===== config.mk =====
export PLATFORM = sky130hd
export DESIGN_NAME = cmos_nvram_bridge
export DESIGN_NICKNAME = d
export VERILOG_FILES = /design/src/rtl/williams2_pkg.sv /design/src/rtl/nv_autosave_timer.sv /design/src/rtl/cmos_nvram_bridge.sv
export SDC_FILE = /design/constraint.sdc
export NUM_CORES = 1
export LEC_CHECK = 0
export BUFFER_PORTS_ARGS = -buffer_cell sky130_fd_sc_hd__buf_2
export CAP_MARGIN = 5
export CORE_MARGIN = 2
export CORE_UTILIZATION = 40
export DETAILED_ROUTE_END_ITERATION = 6
export GPL_ROUTABILITY_DRIVEN = 0
export PLACE_DENSITY = 0.76
export SLEW_MARGIN = 20
export SYNTH_ARGS = -nofsm -noshare
export SYNTH_HDL_FRONTEND = slang
export SYNTH_SLANG_ARGS = --single-unit

===== constraint.sdc =====
create_clock -name clock_12 -period 3.1 [get_ports clock_12]
set_input_delay 0 -clock clock_12 [delete_from_list [all_inputs] [get_ports clock_12]]
set_output_delay 0 -clock clock_12 [all_outputs]
set_load 0.02 [all_outputs]

===== src/rtl/williams2_pkg.sv =====
// Shared Williams-2 definitions used by the CMOS/NVRAM bridge.
package williams2_pkg;

  // ioctl_index value selecting NVRAM traffic
  localparam logic [15:0] NV_INDEX_DEF = 16'd4;

  // CMOS RAM geometry: 1K x 4
  localparam int CMOS_AW = 10;
  localparam int CMOS_DW = 4;

  // Bridge FSM states
  typedef enum logic [1:0] {
    IDLE    = 2'd0,
    RD_ADDR = 2'd1,
    RD_DATA = 2'd2,
    WR      = 2'd3
  } nv_state_t;

  // True when a byte address falls inside the CMOS array
  function automatic logic nv_in_range(input logic [24:0] addr, input logic [24:0] depth);
    return (addr < depth);
  endfunction

endpackage


===== src/rtl/nv_autosave_timer.sv =====
// Autosave request generator: tracks CPU writes to CMOS (dirty), waits for a
// quiet period measured in cnt_4ms periods and then issues a single upload
// request. pending blocks further requests until the HPS upload finishes.
module nv_autosave_timer #(
  parameter logic [7:0] TICKS = 8'd250
) (
  input  logic clock_12,
  input  logic reset,
  input  logic cnt_4ms,
  input  logic cpu_cmos_we,
  input  logic upload_win,    // matched upload window
  input  logic download_win,  // matched download window
  input  logic xfer_active,   // any upload/download window open
  output logic upload_req,
  output logic dirty
);

  logic       cnt_prev_r;
  logic       up_prev_r;
  logic       dn_prev_r;
  logic       dirty_r;
  logic       pending_r;
  logic [7:0] count_r;
  logic       req_r;

  logic tick_s;
  logic up_end_s;
  logic dn_end_s;
  logic fire_s;

  // Edge detects and request condition
  always_comb begin
    tick_s   = cnt_4ms & ~cnt_prev_r;
    up_end_s = up_prev_r & ~upload_win;
    dn_end_s = dn_prev_r & ~download_win;
    fire_s   = (count_r == TICKS) && dirty_r && !pending_r && !xfer_active;
  end

  // Dirty/pending/quiet-counter state and the one-cycle request pulse
  always_ff @(posedge clock_12) begin
    if (reset) begin
      cnt_prev_r <= 1'b0;
      up_prev_r  <= 1'b0;
      dn_prev_r  <= 1'b0;
      dirty_r    <= 1'b0;
      pending_r  <= 1'b0;
      count_r    <= 8'd0;
      req_r      <= 1'b0;
    end else begin
      cnt_prev_r <= cnt_4ms;
      up_prev_r  <= upload_win;
      dn_prev_r  <= download_win;
      req_r      <= fire_s;
      if (up_end_s) begin
        // the save has been taken: everything is clean again
        dirty_r   <= 1'b0;
        pending_r <= 1'b0;
        count_r   <= 8'd0;
      end else begin
        if (cpu_cmos_we && !download_win) begin
          dirty_r <= 1'b1;
        end else if (dn_end_s) begin
          // freshly restored contents match the saved file
          dirty_r <= 1'b0;
        end
        if (fire_s) begin
          pending_r <= 1'b1;
        end
        if (cpu_cmos_we) begin
          count_r <= 8'd0;
        end else if (tick_s && dirty_r && (count_r < TICKS)) begin
          count_r <= count_r + 8'd1;
        end
      end
    end
  end

  assign upload_req = req_r;
  assign dirty      = dirty_r;

endmodule


===== src/rtl/cmos_nvram_bridge.sv =====
// Bridges the 1Kx4 CMOS RAM to the HPS ioctl channel: nibble read-out on
// upload, nibble restore on download, and autosave requests after CPU writes.
module cmos_nvram_bridge
  import williams2_pkg::*;
#(
  parameter logic [15:0] NV_INDEX       = NV_INDEX_DEF,
  parameter int          RAM_DEPTH      = 1024,
  parameter logic [7:0]  AUTOSAVE_TICKS = 8'd250
) (
  input  logic         clock_12,
  input  logic         reset,
  input  logic         ioctl_upload,
  input  logic         ioctl_download,
  input  logic [15:0]  ioctl_index,
  input  logic [24:0]  ioctl_addr,
  input  logic         ioctl_rd,
  input  logic         ioctl_wr,
  input  logic [7:0]   ioctl_dout,
  output logic [7:0]   ioctl_din,
  output logic         ioctl_upload_req,
  output logic [9:0]   ram_addr,
  output logic [3:0]   ram_wdata,
  output logic         ram_we,
  input  logic [3:0]   ram_rdata,
  input  logic         cpu_cmos_we,
  input  logic         cnt_4ms,
  output logic         busy
);

  localparam logic [24:0] DEPTH_L = 25'(RAM_DEPTH);

  nv_state_t                state_r;
  logic [CMOS_AW-1:0]       ram_addr_r;
  logic [CMOS_DW-1:0]       ram_wdata_r;
  logic                     in_range_r;
  logic [7:0]               din_r;

  logic       match_s;
  logic [7:0] rd_data_s;
  logic       dirty_s;
  logic       spare_unused_s;

  // upper download nibble and the dirty flag have no consumer here
  assign spare_unused_s = ^{ioctl_dout[7:4], dirty_s};

  // Index match and the byte returned for the current read
  always_comb begin
    match_s = (ioctl_index == NV_INDEX);
    if (in_range_r) begin
      rd_data_s = {4'h0, ram_rdata};
    end else begin
      rd_data_s = 8'h00;
    end
  end

  // Transfer FSM: capture address/data on an accepted strobe, then sequence
  always_ff @(posedge clock_12) begin
    if (reset) begin
      state_r     <= IDLE;
      ram_addr_r  <= '0;
      ram_wdata_r <= '0;
      in_range_r  <= 1'b0;
      din_r       <= 8'h00;
    end else begin
      case (state_r)
        IDLE: begin
          // upload is checked first so a simultaneous wr is dropped
          if (match_s && ioctl_rd && ioctl_upload) begin
            state_r    <= RD_ADDR;
            ram_addr_r <= ioctl_addr[CMOS_AW-1:0];
            in_range_r <= nv_in_range(ioctl_addr, DEPTH_L);
          end else if (match_s && ioctl_wr && ioctl_download) begin
            state_r     <= WR;
            ram_addr_r  <= ioctl_addr[CMOS_AW-1:0];
            ram_wdata_r <= ioctl_dout[CMOS_DW-1:0];
            in_range_r  <= nv_in_range(ioctl_addr, DEPTH_L);
          end else begin
            state_r <= IDLE;
          end
        end
        RD_ADDR: state_r <= RD_DATA;
        RD_DATA: begin
          din_r   <= rd_data_s;
          state_r <= IDLE;
        end
        WR:      state_r <= IDLE;
        default: state_r <= IDLE;
      endcase
    end
  end

  // Outputs: read data is forwarded in RD_DATA so it is valid two cycles after
  // the strobe and then held from din_r; ram_we is gated by reset so an
  // interrupted write never reaches the RAM.
  always_comb begin
    if (state_r == RD_DATA) begin
      ioctl_din = rd_data_s;
    end else begin
      ioctl_din = din_r;
    end
    ram_we = (state_r == WR) && in_range_r && !reset;
    busy   = (state_r != IDLE) || (match_s && (ioctl_upload || ioctl_download));
  end

  assign ram_addr  = ram_addr_r;
  assign ram_wdata = ram_wdata_r;

  nv_autosave_timer #(
    .TICKS(AUTOSAVE_TICKS)
  ) u_autosave (
    .clock_12     (clock_12),
    .reset        (reset),
    .cnt_4ms      (cnt_4ms),
    .cpu_cmos_we  (cpu_cmos_we),
    .upload_win   (match_s && ioctl_upload),
    .download_win (match_s && ioctl_download),
    .xfer_active  (ioctl_upload || ioctl_download),
    .upload_req   (ioctl_upload_req),
    .dirty        (dirty_s)
  );

endmodule


==> reports/results.tsv <==
metric	value	unit
die area	5260	µm²
CP delay by family, top	compound AO/OA/AOI/OAI gates	
maxcap violations	0	
Synth cell types	40	
CTS Root Cell	clkbuf_8	
HPWL Detailed	2970	µm
startpoint types	input port	
Final min period	1680	ps
WP depth	5	
post-DR wirelength/cell	12.5	µm
Critical Path Sink	ram_addr[9]$_SDFFE_PP0P_	
Initial DRC Count	77	
clock sink count	39	
Yosys reg bits	39	
first-pass GRT wire length	7130	µm
drt pass-1 iters	4	
FF-to-FF path depth	2	
Nets	350	
post-CTS resize count	0	
final core utilization	57.6	%
peak supply drop	0.300	mV
EDFF count, synth	0	
Crit. Startpoint	ioctl_upload	
kind of critical path	in -> reg	
sw frac	22.9	%
status	finished clean	
DRC	0	
Netlist Area Pre-Place	1880	µm²
Slowest cell on crit path	a2111oi_4	
clock share of power	35.3	%
WP data required	3320	ps
RSZ-0062 raised after global routing	false	
TNS Setup	0	ps
max-slew violation count	0	
final setup margin	1420	ps
die width	72.5	µm
Tightest Pin Transition	1010	ps
Synthesized Nets	255	
LEAKAGE	1.05	nW
worst rel slew slack	33.0	%
ranking of synthesized cells by area	dfxtp_1, nand2b_1, mux2i_1	
Internal Power	0.717	mW
Core ar.	4440	µm²
sequential share of power	54.3	%
sequential fraction of the synthesis area	41.6	%
layout cells sized above 1	33.7	%
crit path cell chain	dlygate4sd3_1 -> buf_2 -> nand2_1 -> a2111oi_4 -> mux2i_1	
hold crit path type	in -> reg	
Std-Cell Rows	24	
post-synthesis cell count	192	
predominant post-synthesis flop cell	dfxtp_1	
Cell Area, Placed	2300	µm²
fin area	2560	µm²
vias per cell	4.86	
final WL	4250	µm
CTS buffer count	5	
post-synthesis async set-or-reset flop share	0	%
gr usage total	17.3	%
H-Tree Depth	2	
crit path max fanout	12	
Net Sw Power	0.213	mW
clock tree from TritonCTS	done	
worst hold slack	34.0	ps
Clock Tree Buf Depth	2	
Worst setup EP type	register	
synthesized area per cell	9.78	µm²
vias in the first global route	1700	
fmax	596	MHz
starting density of the core	42.3	%
Ant. Diodes	0	
cell taking the most area after synthesis	dfxtp_1	
pre-CTS WS	1230	ps
CP bufs+invs	2	
Critical R2R Capture	ram_addr[9]$_SDFFE_PP0P_	
I/O Buffers	81	
Final Hold Vio Count	0	
Yosys top cell area share	41.6	%
period utilization	54.1	%
pwr/cell area	364	nW/µm²
R2R Setup Slk	1440	ps
YS warnings	0	
skew final	2.99	ps
Setup violations, final	0	
Routed Antenna Nets	0	
vias	1651	
IO Pins	86	
Combinational Power Share	10.5	%
crit-path max cell delay	890	ps
worst path arrival time	1900	ps
die height	72.5	µm
initial antenna violation count	0	
Clock Latency Late Sink	290	ps
largest net degree at the start of global routing	46	
Reg clk slew, reported paths	70	ps
GR Overflow Total	0	
Layout area overhead	36.3	%
Critical R2R Launch	state_r[0]$_SDFF_PP0_	
-- per-stage QoR --
stage | power (mW) | instances
2_1_floorplan | 0.551 | 192
3_3_place_gp | 0.594 | 314
3_5_place_dp | 0.597 | 314
4_1_cts | 0.942 | 340
5_1_grt | 0.972 | 340
6_report | 0.931 | 340
-- power groups by stage --
stage	Sequential (mW)	Clock [mW]	Combinational, mW
6_report	0.505	0.328	0.0975
3_5_place_dp	0.517	0	0.0801
3_3_place_gp	0.517	0	0.0771
5_1_grt	0.505	0.360	0.107
2_1_floorplan	0.516	0	0.0352
4_1_cts	0.505	0.340	0.0972
-- layout by cell type, fill, tap and decap left out, types with 4 or more instances in the layout --
cell type	netlist	routed
nor2_1	6	6
nor2b_1	12	12
inv_1	4	4
dfxtp_1	39	39
nor4_4	4	4
mux2i_1	15	15
nand2b_1	31	31
buf_2	1	81
nor4_1	4	4
nand2_1	14	14
o21ai_1	4	4
nor3_1	8	8
clkbuf_8	0	5
and2_1	4	4
dlygate4sd3_1	0	18
xnor2_1	6	6
-- flip-flops by register name, indices dropped and copies added, names as in the netlist --
signal,cells
u_autosave.up_prev_r,1
in_range_r,1
din_r,8
u_autosave.dn_prev_r,1
u_autosave.upload_req,1
u_autosave.pending_r,1
ram_wdata,4
u_autosave.count_r,8
u_autosave.dirty,1
state_r,2
ram_addr,10
u_autosave.cnt_prev_r,1
-- worst min path at each step --
stage | slack (ps) | from | cells past startpoint | to
after floorplan | 130 | cnt_4ms | 1 | u_autosave.cnt_prev_r$_SDFF_PP0_
after global placement | 240 | cnt_4ms | 2 | u_autosave.cnt_prev_r$_SDFF_PP0_
after detailed placement | 250 | cnt_4ms | 2 | u_autosave.cnt_prev_r$_SDFF_PP0_
after CTS | 4 | ioctl_addr[10] | 4 | in_range_r$_SDFFE_PP0P_
after global routing | 40 | cpu_cmos_we | 2 | u_autosave.count_r[1]$_SDFFE_PP0P_
final | 30 | ioctl_addr[11] | 4 | in_range_r$_SDFFE_PP0P_
-- cells in the mapped netlist, types with 2 or more instances --
cell,number
nor4_4,4
nand3_1,2
and2_1,4
o21ai_0,2
dfxtp_1,39
a2111oi_2,2
a211oi_1,2
o21ai_1,4
mux2i_1,15
nor4_1,4
nand2b_1,31
a21oi_1,2
xnor2_1,6
clkbuf_1,8
nor2_1,6
ha_1,2
nor3_1,8
nor2b_1,12
inv_1,4
nand4_1,2
nand2_1,14
-- cells by family after synthesis --
family / count (synthesis) / synth area share [%]
xor+xnor: 6 / 2.80
flops: 39 / 41.6
mux: 15 / 7.99
compound gates: 19 / 8.66
fa+ha+maj: 2 / 1.33
buf+inv: 15 / 3.46
simple gates: 96 / 34.2
-- worst min-delay path, delay by kind of cell --
family	cells	cell delay, ps
and+or+nand+nor	2	130
buffers and inverters	1	80
muxes	1	70
-- routing by layer --
metal  wire [µm]  track usage (%)  up-vias
met4          60             6.38        0
li1            -                -      847
met3         188             5.00        7
met5           0                0        -
met2        2280             32.0       41
met1        1720             18.3      756
-- cell type report --
cell class              instances  area [µm²]
repair buffers                 99         586
clock buffers                   7        76.3
inverters                       4        15.0
multi-input cells             138        1030
clock inverters                 1        5.00
fillers                       413        1880
flip-flops and latches         39         781
well taps                      52        65.1
-- repair_timing --
action	in CTS	in global routing
endpoints found under the hold margin	17	0
hold buffers	18	0
buffers inserted	0	0
(Power assumes the default switching activity.)
